==> config.mk <==
export PLATFORM = sky130hd
export DESIGN_NAME = pipe_csa_addsub_flat
export DESIGN_NICKNAME = d
export VERILOG_FILES = /design/src/rtl/pipe_csa_addsub_pkg.sv /design/src/rtl/pipe_csa_addsub_if.sv /design/src/rtl/pipe_csa_addsub_segment.sv /design/src/rtl/pipe_csa_addsub.sv /design/src/flat_wrapper.sv
export SDC_FILE = /design/constraint.sdc
export NUM_CORES = 1
export LEC_CHECK = 0
export ABC_AREA = 1
export BUFFER_PORTS_ARGS = -buffer_cell sky130_fd_sc_hd__buf_2
export CAP_MARGIN = 20
export CORE_ASPECT_RATIO = 0.6
export CORE_UTILIZATION = 45
export DETAILED_ROUTE_END_ITERATION = 12
export PLACE_DENSITY = 0.68
export SYNTH_ARGS = -nofsm -noshare
export SYNTH_HDL_FRONTEND = slang
export SYNTH_HIERARCHICAL = 1
export SYNTH_SLANG_ARGS = --single-unit
==> constraint.sdc <==
create_clock -name clock -period 11.55 [get_ports clock]
set_input_delay 1.155 -clock clock [delete_from_list [all_inputs] [get_ports clock]]
set_output_delay 1.155 -clock clock [all_outputs]
set_load 0.03 [all_outputs]
==> src/rtl/pipe_csa_addsub_pkg.sv <==
// ============================================================================
// Module : csa_pkg
// Brief  : Shared opcodes and per-stage control payload for pipe_csa_addsub.
// Rev    : 1.0  initial release
// ============================================================================
`default_nettype none

package csa_pkg;

  localparam logic OP_ADD = 1'b0;
  localparam logic OP_SUB = 1'b1;

  // Control bits that travel with each beat; data vectors are sized per instance.
  typedef struct packed {
    logic valid;
    logic carry;
  } stage_ctrl_t;

endpackage

`default_nettype wire

==> src/rtl/pipe_csa_addsub_if.sv <==
// ============================================================================
// Module : pipe_csa_addsub_if
// Brief  : Operand/result handshake bundle for pipe_csa_addsub.
// Rev    : 1.0  initial release
// ============================================================================
`default_nettype none

interface pipe_csa_addsub_if #(
  parameter int WIDTH = 32
);

  logic             in_valid;
  logic             in_ready;
  logic [WIDTH-1:0] in_a;
  logic [WIDTH-1:0] in_b;
  logic             in_op;
  logic             out_valid;
  logic             out_ready;
  logic [WIDTH-1:0] out_sum;
  logic             out_cout;
  logic             out_ovf;

  modport master (
    output in_valid, in_a, in_b, in_op, out_ready,
    input  in_ready, out_valid, out_sum, out_cout, out_ovf
  );

  modport slave (
    input  in_valid, in_a, in_b, in_op, out_ready,
    output in_ready, out_valid, out_sum, out_cout, out_ovf
  );

endinterface

`default_nettype wire

==> src/rtl/pipe_csa_addsub_segment.sv <==
// ============================================================================
// Module : csa_segment
// Brief  : Combinational carry-select segment: two ripple sums, carry mux.
// Rev    : 1.0  initial release
// ============================================================================
`default_nettype none

module csa_segment #(
  parameter int SEG = 16
) (
  input  wire logic [SEG-1:0] a,
  input  wire logic [SEG-1:0] b,
  input  wire logic           cin,
  output logic [SEG-1:0]      sum,
  output logic                cout,
  output logic                cmsb
);

  logic [SEG:0]   c0;
  logic [SEG:0]   c1;
  logic [SEG-1:0] s0;
  logic [SEG-1:0] s1;

  always_comb begin
    c0    = '0;
    c1    = '0;
    s0    = '0;
    s1    = '0;
    c1[0] = 1'b1;
    for (int i = 0; i < SEG; i++) begin
      s0[i]   = a[i] ^ b[i] ^ c0[i];
      c0[i+1] = (a[i] & b[i]) | (c0[i] & (a[i] ^ b[i]));
      s1[i]   = a[i] ^ b[i] ^ c1[i];
      c1[i+1] = (a[i] & b[i]) | (c1[i] & (a[i] ^ b[i]));
    end
  end

  // cmsb is the carry into the top bit, needed for signed overflow detection
  assign sum  = cin ? s1 : s0;
  assign cout = cin ? c1[SEG] : c0[SEG];
  assign cmsb = cin ? c1[SEG-1] : c0[SEG-1];

endmodule

`default_nettype wire

==> src/rtl/pipe_csa_addsub.sv <==
// ============================================================================
// Module : pipe_csa_addsub
// Brief  : Pipelined carry-select add/subtract, one segment resolved per stage.
//          Optional macro CSA_SATURATE_EN clamps overflowed results.
// Rev    : 1.0  initial release
// ============================================================================
`default_nettype none

module pipe_csa_addsub
  import csa_pkg::*;
#(
  parameter int WIDTH = 32,
  parameter int SEG   = 16
) (
  input  wire logic          clock,
  input  wire logic          reset_n,
  pipe_csa_addsub_if.slave   bus
);

  localparam int NSEG = WIDTH / SEG;

  logic                         enable;
  stage_ctrl_t [NSEG-1:0]       ctrl_q, ctrl_d, st_ctrl;
  logic [NSEG-1:0][WIDTH-1:0]   a_q, a_d, st_a;
  logic [NSEG-1:0][WIDTH-1:0]   b_q, b_d, st_b;
  logic [NSEG-1:0][WIDTH-1:0]   sum_q, sum_d, st_sum;
  logic [NSEG-1:0][SEG-1:0]     seg_sum;
  logic [NSEG-1:0]              seg_cout;
  logic [NSEG-1:0]              seg_cmsb;
  logic                         msb_cin_q, msb_cin_d;
  logic                         ovf;
  logic [WIDTH-1:0]             result;
  logic                         unused_ok;

  assign enable       = bus.out_ready || !ctrl_q[NSEG-1].valid;
  assign bus.in_ready = enable;

  // Stage k sees the beat registered by stage k-1; stage 0 sees the input port.
  always_comb begin
    st_a[0]          = bus.in_a;
    st_b[0]          = (bus.in_op == OP_SUB) ? ~bus.in_b : bus.in_b;
    st_sum[0]        = '0;
    st_ctrl[0].valid = bus.in_valid;
    st_ctrl[0].carry = bus.in_op;
    for (int k = 1; k < NSEG; k++) begin
      st_a[k]    = a_q[k-1];
      st_b[k]    = b_q[k-1];
      st_sum[k]  = sum_q[k-1];
      st_ctrl[k] = ctrl_q[k-1];
    end
  end

  for (genvar k = 0; k < NSEG; k++) begin : g_stage
    csa_segment #(
      .SEG (SEG)
    ) u_seg (
      .a    (st_a[k][k*SEG +: SEG]),
      .b    (st_b[k][k*SEG +: SEG]),
      .cin  (st_ctrl[k].carry),
      .sum  (seg_sum[k]),
      .cout (seg_cout[k]),
      .cmsb (seg_cmsb[k])
    );
  end

  always_comb begin
    ctrl_d    = ctrl_q;
    a_d       = a_q;
    b_d       = b_q;
    sum_d     = sum_q;
    msb_cin_d = msb_cin_q;
    if (enable) begin
      for (int k = 0; k < NSEG; k++) begin
        a_d[k]                = st_a[k];
        b_d[k]                = st_b[k];
        sum_d[k]              = st_sum[k];
        sum_d[k][k*SEG +: SEG] = seg_sum[k];
        ctrl_d[k].valid       = st_ctrl[k].valid;
        ctrl_d[k].carry       = seg_cout[k];
      end
      msb_cin_d = seg_cmsb[NSEG-1];
    end
  end

  always_ff @(posedge clock or negedge reset_n) begin
    if (!reset_n) begin
      ctrl_q    <= '0;
      a_q       <= '0;
      b_q       <= '0;
      sum_q     <= '0;
      msb_cin_q <= 1'b0;
    end else begin
      ctrl_q    <= ctrl_d;
      a_q       <= a_d;
      b_q       <= b_d;
      sum_q     <= sum_d;
      msb_cin_q <= msb_cin_d;
    end
  end

  assign ovf = ctrl_q[NSEG-1].carry ^ msb_cin_q;

`ifdef CSA_SATURATE_EN
  // A wrapped sum with MSB set means the true result overflowed positive.
  always_comb begin
    result = sum_q[NSEG-1];
    if (ovf) begin
      result = sum_q[NSEG-1][WIDTH-1] ? {1'b0, {(WIDTH-1){1'b1}}}
                                      : {1'b1, {(WIDTH-1){1'b0}}};
    end
  end
`else
  assign result = sum_q[NSEG-1];
`endif

  assign bus.out_valid = ctrl_q[NSEG-1].valid;
  assign bus.out_sum   = result;
  assign bus.out_cout  = ctrl_q[NSEG-1].carry;
  assign bus.out_ovf   = ovf;

  // Final-stage operands and intermediate-segment MSB carries have no consumer.
  assign unused_ok = ^{a_q[NSEG-1], b_q[NSEG-1], seg_cmsb};

endmodule

`default_nettype wire

==> src/flat_wrapper.sv <==
// flat-port wrapper written by rule: the top's interface ports become plain ports
module pipe_csa_addsub_flat import csa_pkg::*;
#(
  parameter int WIDTH = 32,
  parameter int SEG   = 16
)
  (clock, reset_n, bus_in_valid, bus_in_a, bus_in_b, bus_in_op, bus_out_ready, bus_in_ready, bus_out_valid, bus_out_sum, bus_out_cout, bus_out_ovf);
  pipe_csa_addsub_if #(.WIDTH(WIDTH)) bus_i ();
  input  wire logic clock;
  input  wire logic reset_n;
  input wire logic [$bits(bus_i.in_valid)-1:0] bus_in_valid;
  input wire logic [$bits(bus_i.in_a)-1:0] bus_in_a;
  input wire logic [$bits(bus_i.in_b)-1:0] bus_in_b;
  input wire logic [$bits(bus_i.in_op)-1:0] bus_in_op;
  input wire logic [$bits(bus_i.out_ready)-1:0] bus_out_ready;
  output wire logic [$bits(bus_i.in_ready)-1:0] bus_in_ready;
  output wire logic [$bits(bus_i.out_valid)-1:0] bus_out_valid;
  output wire logic [$bits(bus_i.out_sum)-1:0] bus_out_sum;
  output wire logic [$bits(bus_i.out_cout)-1:0] bus_out_cout;
  output wire logic [$bits(bus_i.out_ovf)-1:0] bus_out_ovf;
  assign bus_i.in_valid = bus_in_valid;
  assign bus_i.in_a = bus_in_a;
  assign bus_i.in_b = bus_in_b;
  assign bus_i.in_op = bus_in_op;
  assign bus_i.out_ready = bus_out_ready;
  assign bus_in_ready = bus_i.in_ready;
  assign bus_out_valid = bus_i.out_valid;
  assign bus_out_sum = bus_i.out_sum;
  assign bus_out_cout = bus_i.out_cout;
  assign bus_out_ovf = bus_i.out_ovf;
  pipe_csa_addsub #(.WIDTH(WIDTH), .SEG(SEG)) u_core (.clock(clock), .reset_n(reset_n), .bus(bus_i));
endmodule
==> metrics.txt <==
status=finished clean; Site Rows=27; NetSw=~0.39 mW; DP HPWL=between 6000 and 7000 um; die width=130 um; Hold Startpoint=u_core/ctrl_q[1]; Antenna Nets Post-Route=0; number of CTS-inserted buffers=9; Die H=78.6 um; WL/cell=roughly 12 um; DR vias=roughly 3200; Initial DRT Pass Iterations=4; CP Launch Type=input pin; share of cells above drive strength 1=20.8%; Clk Latency, worst-skew pair=about 0.34 ns; fmax=approximately 130 MHz; Slew HR=43.7%; Post-Syn Nets=590; Final Max Tran Viols=0; DRT iter0 DRCs=~190; DRT Wirelength=around 9000 um; switch share=36.9%; top-area cell type share of the netlist area=between 40% and 50%; setup bufs post-CTS=0; synth warn=6; Layout Nets=686; die area=just over 10000 um2; DRC viols=0; Worst Hold Path Cells=2; crit path DAT=between 7 and 8 ns; Reg clk slew, reported paths=approximately 0.060 ns; Int Pwr=0.663 mW; Top delay family on crit path=adder cells; initial antenna violation count=1; CTS Buffer Depth=2; largest net degree at the start of global routing=just under 90; WHS=between 0.4 and 0.5 ns; Comb power frac=roughly a third; CP endpoint kind=flop; crit path time final=a little under 8 ns; Mean Syn Cell Area=around 9.0 um2; vias in the first global route=3274; PortBufs=~100; VDD IR max=86.7 uV; Worst Hold Class=reg2reg; # resized after CTS=0; placed cell area=between 4000 and 5000 um2; Worst path max stage delay=roughly 0.42 ns; initial cell density of the core=a little under half; I/O pins=105; Synth area leaders=dfrtp_1 (48%), nand2_1 (18%), fa_1 (14%), inv_1 (5.3%), o21ai_0 (3.7%); synth-to-layout area growth=18.7%; RSZ-0062 raised after global routing=false; crit path buf inv count=6; hold buffers post-CTS=0; reg2reg setup slack=around 4.8 ns; post-layout util=56.1%; sink of the worst hold path=u_core/bus.out_valid; Worst-Margin Slew=~0.84 ns; RD Place Congestion=0.778; Finish-stage setup viols=0; CORE AREA=between 9000 and 10000 um2; drt via density=roughly 4.5; grt ovf=0; Max stage delay cell, worst path=fa_1; max_cap viols=0; crit-path max FO=36; WP data required=roughly 12 ns; setup TNS=0 ns; Reg power frac=about two fifths; CTS tree=yes; P_leak=around 2.9 nW; post-synthesis instance total=487; Setup Skew=around 0.0073 ns; global-route wire length before repair=around 15000 um; sequential area share after synthesis=approximately half; cell taking the most area after synthesis=dfrtp_1; Reg2Reg Depth=24; Tcrit/Tclk final=between 60% and 70%; FF+latch count, synth=85; critical path type=in2reg; Cell Area, Synth=4410 um2; TritonCTS Sinks=85; Critical Path Most Common Cell=fa_1; Final Hold Vio Count=0; H-tree Lvls=3; CTS root buf=clkbuf_16; Yosys cell types=15; fin area=5230 um2; Tot GR Track Use=roughly a fifth; pwr/cell area=between 200 and 250 nW/um2; RR Endpoint=u_core/bus.out_sum[31]; reg-to-reg startpoint=u_core/a_q[16]; Clock power frac=a little over a quarter
## worst register-to-register path, delay by kind of cell, from the launching register on
kind | cells | cell delay (ns)
flops | 1 | 0.40
fa+ha+maj | 16 | 5.73
simple gates | 4 | 0.29
buf+inv | 4 | 0.24
## power by group through the flow
stage	registers (mW)	clock network, mW	logic, mW
2_1_floorplan	0.518	0	0.156
3_3_place_gp	0.426	0	0.343
3_5_place_dp	0.430	0	0.352
4_1_cts	0.426	0.285	0.353
5_1_grt	0.435	0.298	0.393
6_report	0.424	0.278	0.349
## worst max path at each step
stage | startpoint | depth (start not counted) | to
2_1_floorplan | bus_in_op | 27 | u_core/st_sum[47]
3_3_place_gp | bus_in_op | 27 | u_core/st_sum[47]
3_5_place_dp | bus_in_op | 27 | u_core/st_sum[47]
4_1_cts | bus_in_op | 27 | u_core/st_sum[47]
5_1_grt | bus_in_op | 27 | u_core/st_sum[47]
6_report | bus_in_op | 27 | u_core/st_sum[47]
## kinds of logic (layout without fill, tap and decap cells)
| family | Yosys count | in the layout | synth area share [%] |
|---|---|---|---|
| adders and majority gates | 34 | 34 | 14.8 |
| DFF | 85 | 85 | 48.3 |
| buffers and inverters | 85 | 184 | 9.40 |
| xor gates and xnor gates | 17 | 17 | 3.38 |
| and+or+nand+nor | 233 | 233 | 20.4 |
| other | 0 | 1 | 0 |
| AOI/OAI and AO/OA | 33 | 33 | 3.75 |
## layout by cell type, fill, tap and decap left out, types with 2 or more instances in the layout
master     count
ha_1           4
buf_4          5
nand3_1       16
xor2_1        17
fa_1          30
buf_2        103
inv_1         62
clkbuf_16      9
clkbuf_1       2
o21ai_0       33
dfrtp_1       85
nand2_1      215
## stage by stage
step | power (mW) | cells | setup slack [ns]
finish | 1.05 | 717 | 3.76
global route | 1.13 | 716 | 3.47
CTS | 1.06 | 716 | 3.69
detailed placement | 0.782 | 702 | 3.34
global placement | 0.769 | 702 | 3.56
floorplan | 0.673 | 487 | 4.00
## synth_stat cells
cell and number:
nand2_2 1, nand2_1 215, xor2_1 17, nor2_2 1
nand3_1 16, ha_1 4, dfrtp_1 85, clkbuf_2 1
buf_4 7, clkbuf_1 1, buf_2 6, buf_6 8
fa_1 30, o21ai_0 33, inv_1 62
## final cells by class
| cell class | count | area (um2) |
|---|---|---|
| inverters | 62 | 233 |
| well taps | 130 | 163 |
| multi-input cells | 317 | 1870 |
| repair buffers | 108 | 553 |
| flip-flops and latches | 85 | 2130 |
| fillers | 896 | 4100 |
| clock buffers | 12 | 246 |
| clock inverters | 2 | 35.0 |
| diodes | 1 | 2.50 |
## state kept, by name, indices dropped and copies added (netlist names)
| name | count |
|---|---|
| u_core/ctrl_q | 2 |
| u_core/bus.out_cout | 1 |
| u_core/st_sum | 16 |
| u_core/bus.out_valid | 1 |
| u_core/b_q | 16 |
| u_core/a_q | 16 |
| u_core/msb_cin_q | 1 |
| u_core/bus.out_sum | 32 |
## per-layer routing
layer / vias up / GRT usage (%) / wire, um
li1: 1628 / - / -
met4: 0 / 5.93 / 74
met3: 9 / 5.73 / 480
met5: - / 0 / 0
met2: 82 / 31.9 / 4060
met1: 1502 / 26.1 / 4340
Note: power is estimated with default switching activity, not from simulation.
